`config.mk`:
```
export PLATFORM = sky130hd
export DESIGN_NAME = serial_subtractor
export DESIGN_NICKNAME = d
export VERILOG_FILES = /design/src/rtl/serial_subtractor_pkg.sv /design/src/rtl/serial_subtractor_fs.sv /design/src/rtl/serial_subtractor.sv
export SDC_FILE = /design/constraint.sdc
export NUM_CORES = 1
export LEC_CHECK = 0
export ABC_AREA = 1
export CORE_MARGIN = 4
export CORE_UTILIZATION = 40
export DETAILED_ROUTE_END_ITERATION = 12
export MAX_ROUTING_LAYER = met4
export PLACE_DENSITY_LB_ADDON = 0.3
export SYNTH_ARGS = -nofsm -noshare
export SYNTH_HDL_FRONTEND = slang
export SYNTH_SLANG_ARGS = --single-unit
```
`constraint.sdc`:
```
create_clock -name clk -period 1.4 [get_ports clk]
set_input_delay 0.21 -clock clk [delete_from_list [all_inputs] [get_ports clk]]
set_output_delay 0.21 -clock clk [all_outputs]
set_load 0.005 [all_outputs]
```
`src/rtl/serial_subtractor_pkg.sv`:
```
// Shared types and helpers for the bit-serial subtractor.
// State encoding and counter-width function.
package serial_subtractor_pkg;

  typedef enum logic [1:0] {
    IDLE = 2'd0,
    RUN  = 2'd1,
    DONE = 2'd2
  } state_e;

  function automatic int clog2(input int v);
    int r;
    r = 0;
    for (int i = 0; i < 32; i++) begin
      if ((64'd1 << i) < 64'(v)) r = i + 1;
    end
    return r;
  endfunction

endpackage

```
`src/rtl/serial_subtractor_fs.sv`:
```
// 1-bit combinational full-subtractor cell: x - y - borrow_in.
// Ports: diff, borrow_out (out); x, y, borrow_in (in).
module full_subtractor (
  output logic diff,
  output logic borrow_out,
  input  logic x,
  input  logic y,
  input  logic borrow_in
);

  assign diff       = x ^ y ^ borrow_in;
  assign borrow_out = (~x & y) | (~(x ^ y) & borrow_in);

endmodule

```
`src/rtl/serial_subtractor.sv`:
```
// Bit-serial subtractor, LSB first: diff = a - b - borrow_in.
// Ports: clk, rst_n, start, a, b, borrow_in; busy, done, diff, borrow_out.
module serial_subtractor
  import serial_subtractor_pkg::*;
#(
  parameter int WIDTH = 8
) (
  input  logic             clk,
  input  logic             rst_n,
  input  logic             start,
  input  logic [WIDTH-1:0] a,
  input  logic [WIDTH-1:0] b,
  input  logic             borrow_in,
  output logic             busy,
  output logic             done,
  output logic [WIDTH-1:0] diff,
  output logic             borrow_out
);

  localparam int CW = (clog2(WIDTH) < 1) ? 1 : clog2(WIDTH);
  localparam logic [CW-1:0] LAST = CW'(WIDTH - 1);

  state_e           state_q, state_d;
  logic [WIDTH-1:0] a_sh_q, a_sh_d;
  logic [WIDTH-1:0] b_sh_q, b_sh_d;
  logic [WIDTH-1:0] res_q, res_d;
  logic [WIDTH-1:0] diff_q, diff_d;
  logic [CW-1:0]    cnt_q, cnt_d;
  logic             brw_q, brw_d;
  logic             bout_q, bout_d;
  logic             busy_q, done_q;

  logic             cell_d;
  logic             cell_bo;
  logic [WIDTH-1:0] res_sh;

  full_subtractor u_cell (
    .diff       (cell_d),
    .borrow_out (cell_bo),
    .x          (a_sh_q[0]),
    .y          (b_sh_q[0]),
    .borrow_in  (brw_q)
  );

  // New bit enters at the MSB so the LSB-first stream lands in place.
  if (WIDTH == 1) begin : g_w1
    assign res_sh = cell_d;
  end else begin : g_wn
    assign res_sh = {cell_d, res_q[WIDTH-1:1]};
  end

  always_comb begin
    state_d = state_q;
    a_sh_d  = a_sh_q;
    b_sh_d  = b_sh_q;
    res_d   = res_q;
    brw_d   = brw_q;
    cnt_d   = cnt_q;
    diff_d  = diff_q;
    bout_d  = bout_q;
    unique case (state_q)
      IDLE: begin
        if (start) begin
          state_d = RUN;
          a_sh_d  = a;
          b_sh_d  = b;
          brw_d   = borrow_in;
          cnt_d   = '0;
        end
      end
      RUN: begin
        a_sh_d = a_sh_q >> 1;
        b_sh_d = b_sh_q >> 1;
        res_d  = res_sh;
        brw_d  = cell_bo;
        cnt_d  = cnt_q + 1'b1;
        if (cnt_q == LAST) begin
          state_d = DONE;
          diff_d  = res_sh;
          bout_d  = cell_bo;
        end
      end
      DONE: begin
        state_d = IDLE;
      end
      default: begin
        state_d = IDLE;
      end
    endcase
  end

  always_ff @(posedge clk or negedge rst_n) begin
    if (!rst_n) begin
      state_q <= IDLE;
      a_sh_q  <= '0;
      b_sh_q  <= '0;
      res_q   <= '0;
      brw_q   <= 1'b0;
      cnt_q   <= '0;
      diff_q  <= '0;
      bout_q  <= 1'b0;
      busy_q  <= 1'b0;
      done_q  <= 1'b0;
    end else begin
      state_q <= state_d;
      a_sh_q  <= a_sh_d;
      b_sh_q  <= b_sh_d;
      res_q   <= res_d;
      brw_q   <= brw_d;
      cnt_q   <= cnt_d;
      diff_q  <= diff_d;
      bout_q  <= bout_d;
      // Flags come straight from flops, decoded from next state.
      busy_q  <= (state_d == RUN);
      done_q  <= (state_d == DONE);
    end
  end

  assign busy       = busy_q;
  assign done       = done_q;
  assign diff       = diff_q;
  assign borrow_out = bout_q;

endmodule

```
==> results of run 1 <==
stage by stage:
stage	utilization, %	std cells
2_1_floorplan	-	210
3_3_place_gp	49.6	291
3_5_place_dp	49.6	291
4_1_cts	51.6	299
5_1_grt	52.3	299
6_report	52.3	299
power by group through the flow:
stage | clock [mW] | combinational [mW] | sequential [mW]
finish | 0.697 | 1.84 | 1.92
global route | 0.778 | 2.16 | 1.99
CTS | 0.724 | 1.85 | 1.92
detailed placement | 0 | 1.83 | 1.94
global placement | 0 | 1.81 | 1.93
floorplan | 0 | 1.30 | 1.89
metal layers:
metal	share of wire (%)	vias to the layer above	track usage, %
met5	0	-	-
met4	1.8	0	5.93
met3	5.6	6	4.01
met2	46	35	21.9
met1	46	638	18.8
li1	-	725	-
how the worst max path moves through the flow:
stage | to | depth (start not counted) | start
2_1_floorplan | diff[7] | 5 | cnt_q[0]
3_3_place_gp | a_sh_q[4] | 5 | start
3_5_place_dp | b_sh_q[1] | 5 | start
4_1_cts | borrow_out | 1 | borrow_out
5_1_grt | diff[2] | 1 | diff[2]
6_report | diff[1] | 1 | diff[1]
flip-flops by register name, summed over array words and instances (netlist names):
signal	cells
a_sh_q	8
b_sh_q	8
borrow_out	1
res_q	7
brw_q	1
cnt_q	3
state_q	2
done	1
diff	8
busy	1
final cells by class:
class	instances	area, sq um	share of cell area, %
clock buffers	6	72.6	3.19
clock inverters	1	5.00	0.220
inverters	11	45.0	1.98
multi-input cells	148	672	29.5
flip-flops and latches	40	1000	44.0
well taps	52	65.1	2.86
repair buffers	41	417	18.3
what timing repair did:
| action | 4_1_cts | 5_1_grt |
|---|---|---|
| hold buffers | 1 | 0 |
| endpoints found under the hold margin | 40 | 0 |
| gates resized for setup | 0 | 9 |
| setup endpoints to repair | 0 | 20 |
cells in the final DEF (no fill, tap or decap):
master	n
sky130_fd_sc_hd__buf_12	2
sky130_fd_sc_hd__buf_2	1
sky130_fd_sc_hd__buf_4	7
sky130_fd_sc_hd__buf_6	1
sky130_fd_sc_hd__clkbuf_1	1
sky130_fd_sc_hd__clkbuf_8	5
sky130_fd_sc_hd__clkdlybuf4s50_1	26
sky130_fd_sc_hd__clkinv_2	1
sky130_fd_sc_hd__clkinvlp_4	1
sky130_fd_sc_hd__dfrtp_1	40
sky130_fd_sc_hd__dlygate4sd3_1	1
sky130_fd_sc_hd__dlymetal6s2s_1	3
sky130_fd_sc_hd__fa_1	1
sky130_fd_sc_hd__ha_1	1
sky130_fd_sc_hd__ha_2	1
sky130_fd_sc_hd__inv_1	9
sky130_fd_sc_hd__inv_2	1
sky130_fd_sc_hd__nand2_1	105
sky130_fd_sc_hd__nand2_8	1
sky130_fd_sc_hd__nand3_1	19
sky130_fd_sc_hd__nand3_4	1
sky130_fd_sc_hd__nor2_1	1
sky130_fd_sc_hd__o21ai_0	9
sky130_fd_sc_hd__o21ai_1	8
sky130_fd_sc_hd__o21ai_2	1
cells by family after synthesis:
logic type	count (synthesis)	synth area share, %
buffers and inverters	22	7.54
flip-flops	40	55.8
AND/OR/NAND/NOR	127	29.1
AO/OA/AOI/OAI	18	5.02
adder cells (fa/ha/maj)	3	2.51
==> results.cfg, run 1 <==
[outcome]
outcome = complete, no violations

[logic_synthesis]
synth_async_sr_flop_share_pct = 100
yosysSeqAreaShare_pct = 55.8
postSynthAreaPerCell_sq_um = 8.54
synthCells = 210
synthDominantCellAreaShare_pct = 55.8
synth.top_cells.by_area = sky130_fd_sc_hd__dfrtp_1 56%, sky130_fd_sc_hd__nand2_1 22%, sky130_fd_sc_hd__nand3_1 5.3%, sky130_fd_sc_hd__buf_6 3.1%, sky130_fd_sc_hd__o21ai_0 2.5%
synth_most_common_cell = sky130_fd_sc_hd__nand2_1
postSynthNetCount = 233
synth.cells.most_frequent = 105 x sky130_fd_sc_hd__nand2_1, 40 x sky130_fd_sc_hd__dfrtp_1, 19 x sky130_fd_sc_hd__nand3_1, 11 x sky130_fd_sc_hd__inv_1
synth.cell_area_sq_mm = 0.00179
yosysWarnings = 0
synth_edf_count = 0
synth_top_cell_by_area = sky130_fd_sc_hd__dfrtp_1
yosys.cell_types.count = 14
synth-seq-cells = 40
ys.flop_type = sky130_fd_sc_hd__dfrtp_1

[floorplanning]
die_w_microns = 75.0
rows = 24
io-pin-count = 31
die-area_sq_mm = 0.00562
initial_core_utilization_pct = 41.2
dieHeight_microns = 75.0
core_region_area_sq_mm = 0.00435

[grt]
groute.usage.overall_pct = 14.6
maximum_number_of_pins_on_one_net_before_global_route_repair = 41
grt_antenna_before_repair = 0
number_of_global_route_vias_before_repair = 1313
grt_remaining_overflow = 0
grt_pass1_wl_microns = 5970

[cts]
cts_made_buffers = 5
cts_tree = done
clk_transition_reported_paths_ps = 70
cts.sinks = 40
cts_root_buffer = sky130_fd_sc_hd__clkbuf_8
cts_buffer_depth = 2
post_cts_buffers = 0
clk-insertion-delay-late_ps = 280
h-tree-depth = 2

[final_layout]
final.fill_count = 420
final_nets = 270
final_area_sq_mm = 0.00228
syn_to_final_growth_pct = 27.0
final_layout_size_suffix_gt1_share_pct = 9.31
diodes = 0

[worst_setup_path]
longest_individual_stage_delay_on_the_worst_path_ps = 500
worstSetupStartpointType = register
timing.critical_path.arrival_ps = 1140
timing.reg2reg.setup_slack_ps = 120
setup.worst_path.class = reg2out
crit_buf_inv = 1
worst-endpoint-required_ps = 1190
ff2ff_path_depth = 6
worst_r2r_endpoint = diff[5]
critical_path.cell_chain = clkdlybuf4s50_1
path_max_fanout = 2
cpLargestDelayFamily = buffers and inverters
reg2reg_from = cnt_q[0]
end_kind = primary output
cp_slowest_cell = sky130_fd_sc_hd__clkdlybuf4s50_1

[routing]
vias = 1404
drtAntennaViolNets = 0
drc = 0
via_per_inst = 4.70
wl_cell_microns = 11.4
drtIter0Drc = 123
drt_first_pass_iters = 4
wirelength_microns = 3410

[power_and_ir_drop]
power-per-cell-area_mw_per_mm2 = 1960
cellLeakagePower_nw = 1.21
seqPwrFrac_pct = 43.2
power_mw = 4.46
clock_power_share_pct = 15.6
swShare_pct = 36.6
cellInternalPower_mw = 2.83
net-switching-power_mw = 1.63
share_of_total_power_in_combinational_logic_pct = 41.2
worst_ir_drop_vdd_mv = 0.767

[timing]
timing.final.crit_share_pct = 96.2
relSlewSlack_pct = 83.6
tightest_slew_ps = 246
fmax_ghz = 0.743
grt_setup_unrepaired = false
report.final.setup_viol = 0
final-hold-violation-count = 0
fin_ws_ps = 53.7
timing_max_transition_violations_final = 0
period_needed_ps = 1350
finalHoldWorstSlack_ps = 418
final.setup.tns_ps = 0
skew_ps = 4.01

[placement]
hpwlAfterDp_microns = 2350
finalWeightedCongestion = 0.717
io_buffers = 30
pre_cts_ws_ps = -12.7
placed_cell_area_sq_mm = 0.00216

[min_path]
min-delay-path-class = in2async

[run]
drv_cap = 0
(Power assumes the default switching activity.)
==> inputs of run 2 (changes only) <==
Settings changed: CAP_MARGIN from default to 20, CORE_MARGIN 4 to 2.
==> run 2 against run 1 <==
Sequential power about the same. Cell area grew 0.33%. Power grew 2.4%. Count of clock-buffer cells in the layout up 1. Critical path depth did not move. Fmax decreased by 0.62%. First-iteration DRC count is 13% lower. Non-clock buffer count unchanged. Cell count is 0.33% higher. Largest power group unchanged.
==> results.cfg, run 2 (synthesis results as in run 1) <==
[outcome]
outcome = complete, no violations

[timing]
timing.final.crit_share_pct = 96.8
fin_ws_ps = 45.2
final-hold-violation-count = 0
tightest_slew_ps = 474
relSlewSlack_pct = 68.4
finalHoldWorstSlack_ps = 411
skew_ps = 7.05
final.setup.tns_ps = 0
period_needed_ps = 1350
grt_setup_unrepaired = false
report.final.setup_viol = 0
timing_max_transition_violations_final = 0
fmax_ghz = 0.738

[routing]
drtIter0Drc = 107
via_per_inst = 4.66
wl_cell_microns = 11.5
drt_first_pass_iters = 4
drtAntennaViolNets = 0
wirelength_microns = 3450
drc = 0
vias = 1398

[grt]
grt_pass1_wl_microns = 5860
groute.usage.overall_pct = 15.3
maximum_number_of_pins_on_one_net_before_global_route_repair = 41
grt_remaining_overflow = 0
grt_antenna_before_repair = 0
number_of_global_route_vias_before_repair = 1329

[floorplanning]
dieHeight_microns = 71.0
rows = 24
core_region_area_sq_mm = 0.00432
die-area_sq_mm = 0.00503
io-pin-count = 31
initial_core_utilization_pct = 41.5
die_w_microns = 71.0

[worst_setup_path]
critical_path.cell_chain = clkdlybuf4s50_1
worstSetupStartpointType = register
worst-path-stages = 1
longest_individual_stage_delay_on_the_worst_path_ps = 500
cpLargestDelayFamily = buffers and inverters
setup.worst_path.class = reg2out
setup.worst_path.end = diff[5]
worst_r2r_endpoint = a_sh_q[5]
critPathLaunch = diff[5]
path_max_fanout = 2
reg2reg_from = state_q[0]
crit_buf_inv = 1
end_kind = primary output
ff2ff_path_depth = 4
timing.critical_path.arrival_ps = 1140
timing.reg2reg.setup_slack_ps = 110
cp_slowest_cell = sky130_fd_sc_hd__clkdlybuf4s50_1
worst-endpoint-required_ps = 1190

[final_layout]
most-common-layout-cells = 105 x sky130_fd_sc_hd__nand2_1, 40 x sky130_fd_sc_hd__dfrtp_1, 27 x sky130_fd_sc_hd__clkdlybuf4s50_1
diodes = 0
final_area_sq_mm = 0.00228
final.fill_count = 409
final_nets = 270
regArea_sq_mm = 0.00100
multi_input_area_sq_um = 666
syn_to_final_growth_pct = 27.4
final_layout_size_suffix_gt1_share_pct = 8.87
mostFrequentLayoutCell = sky130_fd_sc_hd__nand2_1

[placement]
finalWeightedCongestion = 0.731
io_buffers = 30
hpwlAfterDp_microns = 2250
placed_cell_area_sq_mm = 0.00212
pre_cts_ws_ps = -18.8

[cts]
cts_buffer_depth = 2
h-tree-depth = 2
clk_transition_reported_paths_ps = 70
clk-insertion-delay-late_ps = 290
cts_made_buffers = 5
cts.sinks = 40
cts_tree = done
cts_root_buffer = sky130_fd_sc_hd__clkbuf_8

[run]
drv_cap = 0

[min_path]
min-delay-path-class = in2async

[power_and_ir_drop]
worst_ir_drop_vdd_mv = 0.733
power-per-cell-area_mw_per_mm2 = 2000
cellLeakagePower_nw = 1.20
run 2: cell types whose count changed in the layout (fill, tap and decap cells not counted):
cell	change
sky130_fd_sc_hd__clkbuf_8	+1
sky130_fd_sc_hd__ha_1	+1
sky130_fd_sc_hd__ha_2	-1
sky130_fd_sc_hd__clkdlybuf4s50_1	+1
sky130_fd_sc_hd__o21ai_1	+1
sky130_fd_sc_hd__dlymetal6s2s_1	-1
sky130_fd_sc_hd__clkinvlp_4	+1
sky130_fd_sc_hd__clkinv_2	-1
sky130_fd_sc_hd__o21ai_2	-1
run 2: worst min-delay path: cells and delay by family:
family	cells	cell delay [ps]
buffers and inverters	3	860
run 2: per-layer routing:
metal  wire, microns  up-vias  global-route usage (%)
met2            1540       28                    22.7
met5               0        -                       -
met1            1680      639                    19.1
met4              68        0                    7.55
li1                -      725                       -
met3             157        6                    4.70
run 2: where the power goes:
part / switching, mW / internal [mW] / total [mW]
clock: 0.395 / 0.400 / 0.795
combinational: 0.982 / 0.845 / 1.83
sequential: 0.295 / 1.64 / 1.94
total: 1.67 / 2.89 / 4.56
run 2: how the worst min path moves through the flow:
stage / slack (ps) / cells past startpoint / to
after floorplan: -90 / 0 / a_sh_q[0]
after global placement: 190 / 2 / diff[6]
after detailed placement: 200 / 2 / diff[6]
after CTS: 420 / 3 / diff[6]
after global routing: 440 / 3 / res_q[7]
final: 410 / 3 / diff[6]
run 2: area by class of cell:
class                      instances  share of cell area [%]
sequential                        40                    43.8
multi-input combinational        148                    29.1
timing repair buffer              41                    18.1
clock buffer                       7                    3.78
tap                               52                    2.85
inverter                          11                    1.97
clock inverter                     1                   0.329
run 2: per-stage QoR:
stage | std cells | utilization, % | power [mW]
floorplan | 210 | - | 3.20
global placement | 288 | 49.1 | 3.69
detailed placement | 288 | 49.1 | 3.72
CTS | 297 | 51.5 | 4.54
global route | 300 | 52.8 | 4.98
finish | 300 | 52.8 | 4.56
run 2: repair_timing:
action | in CTS | in global routing
buffers inserted | 0 | 3
endpoints found under the setup margin | 0 | 20
resized for setup | 0 | 6
hold buffers | 1 | 0
endpoints found under the hold margin | 40 | 0
